[src/rtl/crc_pkg.sv]
// Shared CRC arithmetic used by both the serial generator and the serial checker
// so the two ends of the link always agree on the polynomial step.
package crc_pkg;

  localparam int             DEF_DATA_W = 10;
  localparam int             DEF_CRC_W  = 3;
  localparam logic [2:0]     DEF_POLY   = 3'b011;  // x^3 + x + 1, x^3 implicit
  localparam int             CRC_MAX    = 32;

  typedef enum logic [1:0] {
    ST_IDLE,
    ST_SHIFT,
    ST_DONE
  } state_t;

  // One LFSR step for a width-bit register held in the low bits of a CRC_MAX vector.
  function automatic logic [CRC_MAX-1:0] crc_step(
    input logic [CRC_MAX-1:0] lfsr,
    input logic               in_bit,
    input logic [CRC_MAX-1:0] poly,
    input int                 width
  );
    logic [CRC_MAX-1:0] mask;
    logic [CRC_MAX-1:0] shifted;
    logic               fb;
    mask    = (width >= CRC_MAX) ? '1 : ((CRC_MAX'(1) << width) - CRC_MAX'(1));
    fb      = in_bit ^ (|(lfsr & (CRC_MAX'(1) << (width - 1))));
    shifted = (lfsr << 1) & mask;
    return shifted ^ (fb ? (poly & mask) : '0);
  endfunction

endpackage

[src/rtl/crc_lfsr.sv]
// Serial CRC register: steps on enable, can restart from the zero state on the
// current bit, and clears synchronously.
module crc_lfsr
  import crc_pkg::*;
#(
  parameter int               CRC_W = DEF_CRC_W,
  parameter logic [CRC_W-1:0] POLY  = CRC_W'(DEF_POLY)
) (
  input  logic             clk,
  input  logic             reset,
  input  logic             clear,
  input  logic             step_en,
  input  logic             restart,
  input  logic             in_bit,
  output logic [CRC_W-1:0] lfsr,
  output logic [CRC_W-1:0] lfsr_next
);

  logic [CRC_MAX-1:0] step_full;

  always_comb begin
    step_full = crc_step(restart ? '0 : CRC_MAX'(lfsr), in_bit, CRC_MAX'(POLY), CRC_W);
    lfsr_next = step_full[CRC_W-1:0];
  end

  // NOTE: registers are updated with non-blocking assignments so every flop
  // samples pre-edge values, matching the hardware regardless of block order.
  always_ff @(posedge clk) begin
    if (reset || clear) begin
      lfsr <= '0;
    end else if (step_en) begin
      lfsr <= lfsr_next;
    end
  end

endmodule

[config.mk]
export PLATFORM = sky130hd
export DESIGN_NAME = crc_lfsr
export DESIGN_NICKNAME = d
export VERILOG_FILES = /design/src/rtl/crc_pkg.sv /design/src/rtl/crc_lfsr.sv
export SDC_FILE = /design/constraint.sdc
export NUM_CORES = 1
export LEC_CHECK = 0
export ABC_CLOCK_PERIOD_IN_PS = 1200
export BUFFER_PORTS_ARGS = -buffer_cell sky130_fd_sc_hd__buf_2
export CAP_MARGIN = 10
export CORE_AREA = 2 2 39 41
export DETAILED_ROUTE_END_ITERATION = 16
export DIE_AREA = 0 0 41 43
export GPL_TIMING_DRIVEN = 0
export PLACE_DENSITY = 0.36
export SYNTH_ARGS = -nofsm -noshare
export SYNTH_HDL_FRONTEND = slang
export SYNTH_SLANG_ARGS = --single-unit
[constraint.sdc]
create_clock -name clk -period 1.2 [get_ports clk]
set_clock_uncertainty 0.1 [all_clocks]
set_input_delay 0.12 -clock clk [delete_from_list [all_inputs] [get_ports clk]]
set_output_delay 0.12 -clock clk [all_outputs]
set_load 0.005 [all_outputs]
# [After elaboration in Yosys (flattened, before gate mapping)]
# Cells that the tools add are included.
[totals] inputBits=6 reg_bits=3 elab_cells=6 out_inout_bits=6
[op_classes] n_mux=2 n_reduce_logical=1 bitwise_logic=2
[op_table] operator="$mux 3" n=1
[op_table] operator="$xor 3x2->3" n=1
[op_table] operator="$mux 2" n=1
[op_table] operator="$logic_or 1x1->1" n=1
[op_table] operator="$xor 1x1->1" n=1

# [Longest topological paths before layout]
# Gate-level depths: netlist of the first run.
[depth] ltp_word=4 ltp_mapped=3 depth_no_buf=3

# [Worst setup path before layout of the first run]
# Ideal clock, no wire load.
[synth_path] path_kind="flip-flop to flip-flop" from="reg lfsr[2]" to="reg lfsr[1]" setup_slack_ns=0.108 t_required_ns=1.026 n_path_buf=0 period_less_slack_ns=1.092 arrival_time_ns=0.918 stages_incl_launch_ff=4 cell_sequence="dfxtp_1 xnor2_1 or3_1 a31oi_1"
[synth_between] elab_chain_cells=4
[synth_rtl] element="start, declared" line_no="crc_lfsr.sv:15" text="output logic [CRC_W-1:0] lfsr,"
[synth_rtl] element="start signal, assigned" line_no="crc_lfsr.sv:32" text="lfsr <= lfsr_next;"
[synth_rtl] element="$mux 3" line_no="crc_lfsr.sv:22" text="step_full = crc_step(restart ? '0 : CRC_MAX'(lfsr), in_bit, CRC_MAX'(POLY), CRC_W);"
[synth_rtl] element="$xor 1x1->1" line_no="crc_pkg.sv:27" text="fb = in_bit ^ (|(lfsr & (CRC_MAX'(1) << (width - 1))));"
[synth_rtl] element="$mux 2" line_no="crc_pkg.sv:29" text="return shifted ^ (fb ? (poly & mask) : '0);"
[synth_rtl] element="$xor 3x2->3" line_no="crc_pkg.sv:29"
# No other way between the ends.
# A chain may end at the register's enable or synchronous reset.

# [Worst setup path after layout of the first run]
[layout_path] from="reg lfsr[0]" to="out lfsr_next[1]"
[layout_between] elab_chain_cells=2
[layout_rtl] element="$mux 3" line_no="crc_lfsr.sv:22"
[layout_rtl] element="$xor 3x2->3" line_no="crc_pkg.sv:29"
[layout_rtl] element="end, declared" line_no="crc_lfsr.sv:16" text="output logic [CRC_W-1:0] lfsr_next"
# No other way between the ends.

==> qor.json, run 1 <==
{
  "result_of_the_run": "finished with violations",
  "failed_checks": "negative setup slack",
  "die_w_um": 41,
  "synthesis_warnings": 0,
  "post-synth-top-area-fraction_pct": 38.7,
  "design.die.area_um2": 1760,
  "grt_start_max_net_pins": 6,
  "syn-num-nets": 24,
  "leakage_power_uw": 0.000169,
  "netlist_area_um2": 155,
  "max_stage_delay_ns": 0.33,
  "drt_wl_total_um": 526,
  "layout.cells.non_filler": 54,
  "netlist_instances": 18,
  "cts_tree": "yes",
  "timing.critical_path.arrival_ns": 1.19,
  "vias": 196,
  "post-layout-total-power_uw": 336,
  "clock_latency_ns": 0.23,
  "ys_top_cells_by_area": "dfxtp_1, xnor2_1, mux2i_1",
  "final_net_count": 45,
  "drt_iter0_drc": 1,
  "hold_class": "input pin to register",
  "start_util_pct": 11.2,
  "design.core.area_um2": 1380,
  "share_comb_of_total_power_pct": 15.1,
  "final_period_minus_worst_setup_slack_ns": 1.41,
  "power_report.internal_total_uw": 258,
  "area_growth_pct": 108,
  "drt.antenna.violating_nets": 0,
  "max_flop_register": "lfsr",
  "netlist.top_cell.by_area": "dfxtp_1",
  "detailedRoute.firstPassIterationCount": 2,
  "place.gp.congestion": 0.550,
  "rsz_0062_raised_after_global_routing": "true",
  "worstPathRequired_ns": 0.98,
  "routed_wire_length_per_instance_um": 9.74,
  "clock_tree.htree_level_count": 1,
  "final_hold_viol_count": 0,
  "power.share.clock_pct": 53.2,
  "floorplan.rows": 14,
  "max_clock_freq_mhz": 707,
  "power_switching_share_pct": 23.2,
  "ctsRootBufferMaster": "clkbuf_4",
  "timing.critical_path.max_delay_family": "simple AND/OR/NAND/NOR gates",
  "layout.cells.most_common": "buf_2",
  "die_h_um": 43,
  "final_min_period_over_clock_period_pct": 118,
  "critPathCaptureType": "output pin",
  "detailed_place_hpwl_um": 355,
  "grt.overflow.total": 0,
  "slew_viol_final": 0,
  "maxCapViolCount": 0,
  "cts_buffers": 3,
  "hold_ws_ns": 0.0552,
  "setup-violations-final": 2,
  "track_usage_pct": 7.82,
  "routed_via_density": 3.63,
  "timing.critical_path.buf_inv": 1,
  "seq_power_share_pct": 31.7,
  "numPortBuffers": 11,
  "ys_seq_area_share_pct": 38.7,
  "grt_antenna_before_repair": 0,
  "post_route_cells_drive_above_1_share_pct": 60.5,
  "cts.path.max_buffers": 2,
  "crit_path_start_kind": "register",
  "worstSetupPathType": "register to output pin",
  "final_cell_mix": "buf_2, clkbuf_4",
  "total_switching_power_uw": 78.0,
  "num-fill-cells": 165,
  "antenna-diode-count": 0,
  "via_count_of_the_first_global_routing_pass": 210,
  "power.density_cell_area_nw_per_um2": 1040,
  "avgSynthCellArea_um2": 8.62,
  "reg_top3": "lfsr (3)",
  "clock_slew_at_reported_path_ffs_ns": 0.04,
  "total_drc_errors_in_the_routed_layout": 0,
  "worst_pin_slew_ns": 0.255,
  "max-vdd-ir-drop_uv": 271,
  "largest_register_ffs": 3,
  "grt_first_pass_wirelength_um": 855,
  "yosys.cell_types.count": 14,
  "synth.ff_latch_count": 3,
  "worst_rel_slew_slack_pct": 82.8,
  "worst_path_max_delay_cell": "dfxtp_2",
  "worst_path_max_fanout": 3,
  "clock_sink_count": 3,
  "placed_cells_incl_taps": 45,
  "ioPinCount": 12,
  "cp_cell_sequence": "xnor2_1, or3_1, nand2_1, buf_2",
  "timing.final.ws_setup_ns": -0.215
}
power groups by stage:
stage | combinational (µW) | clock [µW] | sequential [µW]
after floorplan | 15.4 | 0 | 107
after global placement | 38.3 | 0 | 108
after detailed placement | 37.9 | 0 | 108
after CTS | 49.2 | 186 | 106
after global routing | 57.1 | 192 | 107
final | 50.6 | 179 | 106
path summary, 6_finish.rpt:
path	startpoint	endpoint	slack, ns	cells after the start
max	lfsr[0]	lfsr_next[1]	-0.21	4
min reg2reg	lfsr[1]	lfsr[1]	0.45	2
max reg2reg	lfsr[2]	lfsr[0]	0.03	5
min	step_en	lfsr[1]	0.06	2
metal layers:
layer	global-route usage (%)	wire length [µm]	vias up
met5	0	0	-
li1	-	-	102
met4	10.0	0	0
met2	9.06	204	12
met1	9.90	248	82
met3	1.57	73	0
repair_timing:
item                                   4_1_cts  5_1_grt
buffers inserted                             3        0
gates resized for setup                      5        1
pin swaps                                    1        1
hold buffers                                 2        0
endpoints found under the hold margin        1        0
setup endpoints to repair                    2        3
cell type report:
class	instances	area (µm²)	area share [%]
inverters	1	3.75	1.16
multi-input cells	14	109	33.7
clock buffers	4	26.3	8.14
flip-flops and latches	3	62.6	19.4
repair buffers	16	101	31.4
well taps	16	20.0	6.20
stage by stage:
| stage | cell area [µm²] | util, % | setup slack [ns] | setup TNS, ns |
|---|---|---|---|---|
| after floorplan | 155 | - | 0.108 | 0 |
| after global placement | 230 | 16.6 | 0.00140 | 0 |
| after detailed placement | 230 | 16.6 | -0.00462 | -0.00462 |
| after CTS | 320 | 23.1 | -0.224 | -0.261 |
| after global routing | 323 | 23.3 | -0.289 | -0.357 |
| final | 323 | 23.3 | -0.215 | -0.231 |
synthesized netlist by cell type:
cell and n:
dfxtp_1 3, xnor2_1 2, nand2_1 1, nor2_1 1
o211a_1 1, nand2b_1 1, or2_2 1, o21ai_0 2
mux2i_1 1, nor3_1 1, a31oi_1 1, nor2b_1 1
inv_1 1, or3_1 1
logic make-up after synthesis:
logic type                count (synthesis)  share of synthesized area [%]
buffers and inverters                     1                           2.42
AOI/OAI and AO/OA                         4                           16.9
DFF                                       3                           38.7
and+or+nand+nor                           7                           24.2
muxes                                     1                           6.45
xor gates and xnor gates                  2                           11.3
Power figures use the tool's default switching activity.
==> inputs of run 2 (changes only) <==
ABC_AREA = 1   (was default)
PLACE_DENSITY = 0.38   (was 0.36)
REMOVE_ABC_BUFFERS = 1   (was default)
==> qor.json, run 2 <==
{
  "timing.critical_path.arrival": {"value": 0.99, "unit": "ns", "change": "was 1.19 ns"},
  "die_w": {"value": 41, "unit": "µm", "change": "unchanged"},
  "antenna-diode-count": {"value": 0, "change": "unchanged"},
  "yosys.cell_types.count": {"value": 11, "change": "was 14"},
  "hold_class": {"value": "input pin to register", "change": "unchanged"},
  "max-vdd-ir-drop": {"value": 282, "unit": "µV", "change": "was 271 µV"},
  "post-synth-top-area-fraction": {"value": 32.7, "unit": "%", "change": "was 38.7%"},
  "m1WireLength": {"value": 160, "unit": "µm", "change": "was 248 µm"},
  "drt_wl_total": {"value": 539, "unit": "µm", "change": "was 526 µm"},
  "cp_cell_sequence": {"value": "inv_2, nor2_1, inv_1, nand2_2, nand2_1, buf_2", "change": "was xnor2_1, or3_1, nand2_1, buf_2"},
  "highest_layer_used_for_signal_routing": {"value": "met3", "change": "unchanged"},
  "design.core.area": {"value": 1380, "unit": "µm²", "change": "unchanged"},
  "clock_sink_count": {"value": 3, "change": "unchanged"},
  "r2r_cells": {"value": 8, "change": "was 5"},
  "post_route_cells_drive_above_1_share": {"value": 60.8, "unit": "%", "change": "was 60.5%"},
  "leakage_power": {"value": 0.000194, "unit": "µW", "change": "was 0.000169 µW"},
  "postSynth.topFlopCell": {"value": "dfxtp_1", "change": "unchanged"},
  "cts_tree": {"value": "yes", "change": "unchanged"},
  "cts_buffers": {"value": 3, "change": "unchanged"},
  "via_count_of_the_first_global_routing_pass": {"value": 233, "change": "was 210"},
  "netlist.top_cell.by_area": {"value": "dfxtp_1", "change": "unchanged"},
  "final_hold_viol_count": {"value": 0, "change": "unchanged"},
  "die_h": {"value": 43, "unit": "µm", "change": "unchanged"},
  "post-layout-total-power": {"value": 333, "unit": "µW", "change": "was 336 µW"},
  "grt_antenna_before_repair": {"value": 0, "change": "unchanged"},
  "area_growth": {"value": 89.1, "unit": "%", "change": "was 108%"},
  "rsz_0062_raised_after_global_routing": {"value": "true", "change": "unchanged"},
  "max_flop_register": {"value": "lfsr", "change": "unchanged"},
  "drt.antenna.violating_nets": {"value": 0, "change": "unchanged"},
  "design.die.area": {"value": 1760, "unit": "µm²", "change": "unchanged"},
  "ctsRootBufferMaster": {"value": "clkbuf_4", "change": "unchanged"},
  "synth_common_cells": {"value": "inv_1, nand2_1, nand2_2, a21oi_1, dfxtp_1", "change": "was dfxtp_1, o21ai_0, xnor2_1"},
  "worst_path_max_delay_cell": {"value": "dfxtp_2", "change": "unchanged"},
  "placed_cells_incl_taps": {"value": 56, "change": "was 45"},
  "worstSetupPathType": {"value": "register to output pin", "change": "unchanged"},
  "clock_tree.htree_level_count": {"value": 1, "change": "unchanged"},
  "synth_async_reset_ratio": {"value": 0, "unit": "%", "change": "unchanged"},
  "critical_path.startpoint": {"value": "lfsr[0]", "change": "unchanged"},
  "ys_top_cells_by_area": {"value": "dfxtp_1, inv_1, nand2_2", "change": "was dfxtp_1, xnor2_1, mux2i_1"},
  "vias": {"value": 245, "change": "was 196"},
  "worst_rel_slew_slack": {"value": 89.3, "unit": "%", "change": "was 82.8%"},
  "grt_first_pass_wirelength": {"value": 765, "unit": "µm", "change": "was 855 µm"},
  "result_of_the_run": {"value": "finished with violations", "change": "unchanged"},
  "worst_pin_slew": {"value": 0.159, "unit": "ns", "change": "was 0.255 ns"},
  "layout.cells.non_filler": {"value": 67, "change": "was 54"},
  "synth.most_common_cell": {"value": "inv_1", "change": "was dfxtp_1"},
  "timing.critical_path.max_delay_family": {"value": "flip-flops", "change": "was simple AND/OR/NAND/NOR gates"},
  "synth_edf_count": {"value": 0, "change": "unchanged"},
  "setup_total_negative_slack": {"value": -0.00922, "unit": "ns", "change": "was -0.231 ns"},
  "setup-violations-final": {"value": 1, "change": "was 2"},
  "netlist_instances": {"value": 29, "change": "was 18"},
  "final_min_period_over_clock_period": {"value": 101, "unit": "%", "change": "was 118%"},
  "power.density_cell_area": {"value": 959, "unit": "nW/µm²", "change": "was 1040 nW/µm²"},
  "drt_iter0_drc": {"value": 0, "change": "was 1"},
  "ioPinCount": {"value": 12, "change": "unchanged"},
  "routed_wire_length_per_instance": {"value": 8.04, "unit": "µm", "change": "was 9.74 µm"},
  "routed_via_density": {"value": 3.66, "change": "was 3.63"},
  "max_stage_delay": {"value": 0.32, "unit": "ns", "change": "was 0.33 ns"},
  "reg2reg_setup_slack": {"value": 0.05, "unit": "ns", "change": "was 0.03 ns"},
  "clock_slew_at_reported_path_ffs": {"value": 0.03, "unit": "ns", "change": "was 0.04 ns"},
  "worstPathRequired": {"value": 0.98, "unit": "ns", "change": "about the same"},
  "final_period_minus_worst_setup_slack": {"value": 1.21, "unit": "ns", "change": "was 1.41 ns"},
  "maxCapViolCount": {"value": 0, "change": "unchanged"},
  "layout.cells.most_common": {"value": "buf_2", "change": "unchanged"},
  "worst-path-stages": {"value": 6, "change": "was 4"},
  "timing.final.ws_setup": {"value": -0.00922, "unit": "ns", "change": "was -0.215 ns"},
  "reg_top3": {"value": "lfsr (3)", "change": "unchanged"},
  "avgSynthCellArea": {"value": 6.34, "unit": "µm²", "change": "was 8.62 µm²"},
  "start_util": {"value": 13.3, "unit": "%", "change": "was 11.2%"},
  "ys_seq_area_share": {"value": 32.7, "unit": "%", "change": "was 38.7%"},
  "detailedRoute.firstPassIterationCount": {"value": 1, "change": "was 2"},
  "synth.ff_latch_count": {"value": 3, "change": "unchanged"},
  "clock_latency": {"value": 0.23, "unit": "ns", "change": "about the same"},
  "grt.overflow.total": {"value": 0, "change": "unchanged"},
  "slew_viol_final": {"value": 0, "change": "unchanged"},
  "crit_path_start_kind": {"value": "register", "change": "unchanged"},
  "synthesis_warnings": {"value": 0, "change": "unchanged"},
  "track_usage": {"value": 7.12, "unit": "%", "change": "was 7.82%"},
  "numPortBuffers": {"value": 11, "change": "unchanged"},
  "largest_register_ffs": {"value": 3, "change": "unchanged"},
  "worst_r2r_endpoint": {"value": "lfsr[1]", "change": "was lfsr[0]"},
  "floorplan.rows": {"value": 14, "change": "unchanged"},
  "detailed_place_hpwl": {"value": 371, "unit": "µm", "change": "was 355 µm"},
  "wl_met2": {"value": 340, "unit": "µm", "change": "was 204 µm"},
  "final_net_count": {"value": 58, "change": "was 45"},
  "grt_start_max_net_pins": {"value": 5, "change": "was 6"},
  "reg2reg_from": {"value": "lfsr[0]", "change": "was lfsr[2]"},
  "critical_path.endpoint": {"value": "lfsr_next[1]", "change": "unchanged"},
  "netlist_area": {"value": 184, "unit": "µm²", "change": "was 155 µm²"},
  "detailroute.wirelength.met3": {"value": 38, "unit": "µm", "change": "was 73 µm"},
  "max_clock_freq": {"value": 827, "unit": "MHz", "change": "was 707 MHz"},
  "place.gp.congestion": {"value": 0.661, "change": "was 0.550"},
  "failed_checks": {"value": "negative setup slack", "change": "unchanged"},
  "worst_path_max_fanout": {"value": 2, "change": "was 3"},
  "total_drc_errors_in_the_routed_layout": {"value": 0, "change": "unchanged"},
  "critPathCaptureType": {"value": "output pin", "change": "unchanged"},
  "timing.critical_path.buf_inv": {"value": 3, "change": "was 1"},
  "cts.path.max_buffers": {"value": 2, "change": "unchanged"},
  "final_cell_mix": {"value": "buf_2, buf_4, inv_1, nand2_2, nand2_1", "change": "was buf_2, clkbuf_4"}
}
-- run 2: kinds of logic after synthesis --
logic type             Yosys count  synth area share (%)
AOI/OAI and AO/OA                4                  10.9
buffers and inverters            8                  16.3
DFF                              3                  32.7
and+or+nand+nor                 14                  40.1
-- run 2: layout make-up --
cell class / count / area (µm²)
flip-flops and latches: 3 / 65.1
well taps: 16 / 20.0
fillers: 168 / 1040
inverters: 8 / 30.0
multi-input cells: 18 / 98.8
repair buffers: 18 / 108
clock buffers: 4 / 26.3
-- run 2: power by group --
group	internal (µW)	switching [µW]
sequential	102	1.91
clock	124	49.0
combinational	30.0	26.3
total	256	77.2
-- run 2: per-stage QoR --
stage / setup slack (ns) / cell area [µm²] / utilization (%) / hold WS (ns)
floorplan: 0.235 / 184 / - / 0.162
global placement: 0.139 / 259 / 18.7 / 0.317
detailed placement: 0.140 / 259 / 18.7 / 0.313
CTS: -0.0434 / 340 / 24.6 / 0.0556
global route: -0.0617 / 348 / 25.1 / 0.0821
finish: -0.00922 / 348 / 25.1 / 0.0758
-- run 2: worst min path at each step --
| stage | startpoint | end | slack (ns) | cells after the start |
|---|---|---|---|---|
| 2_1_floorplan | step_en | lfsr[2] | 0.16 | 2 |
| 3_3_place_gp | step_en | lfsr[2] | 0.32 | 3 |
| 3_5_place_dp | step_en | lfsr[2] | 0.31 | 3 |
| 4_1_cts | step_en | lfsr[2] | 0.06 | 3 |
| 5_1_grt | step_en | lfsr[2] | 0.08 | 3 |
| 6_report | step_en | lfsr[2] | 0.08 | 3 |
-- run 2: what timing repair did --
item / 4_1_cts / 5_1_grt
pin swaps: 5 / 4
setup endpoints to repair: 2 / 2
hold endpoints to repair: 0 / 0
setup buffers: 6 / 1
resized for setup: 4 / 1
hold buffers: 0 / 0
-- run 2: metal layers --
metal / track usage, % / vias to the layer above
met4: 10.7 / 0
met2: 11.3 / 5
li1: - / 132
met1: 5.13 / 108
met3: 1.57 / 0
met5: 0 / -
-- run 2: worst reg2reg max path: stages, from the launching register on --
cell	delay, ns
dfxtp_2	0.32
inv_2	0.03
nor2_1	0.11
nand3_1	0.12
buf_4	0.14
buf_4	0.12
nand3_2	0.06
nand2_1	0.05
inv_1	0.04
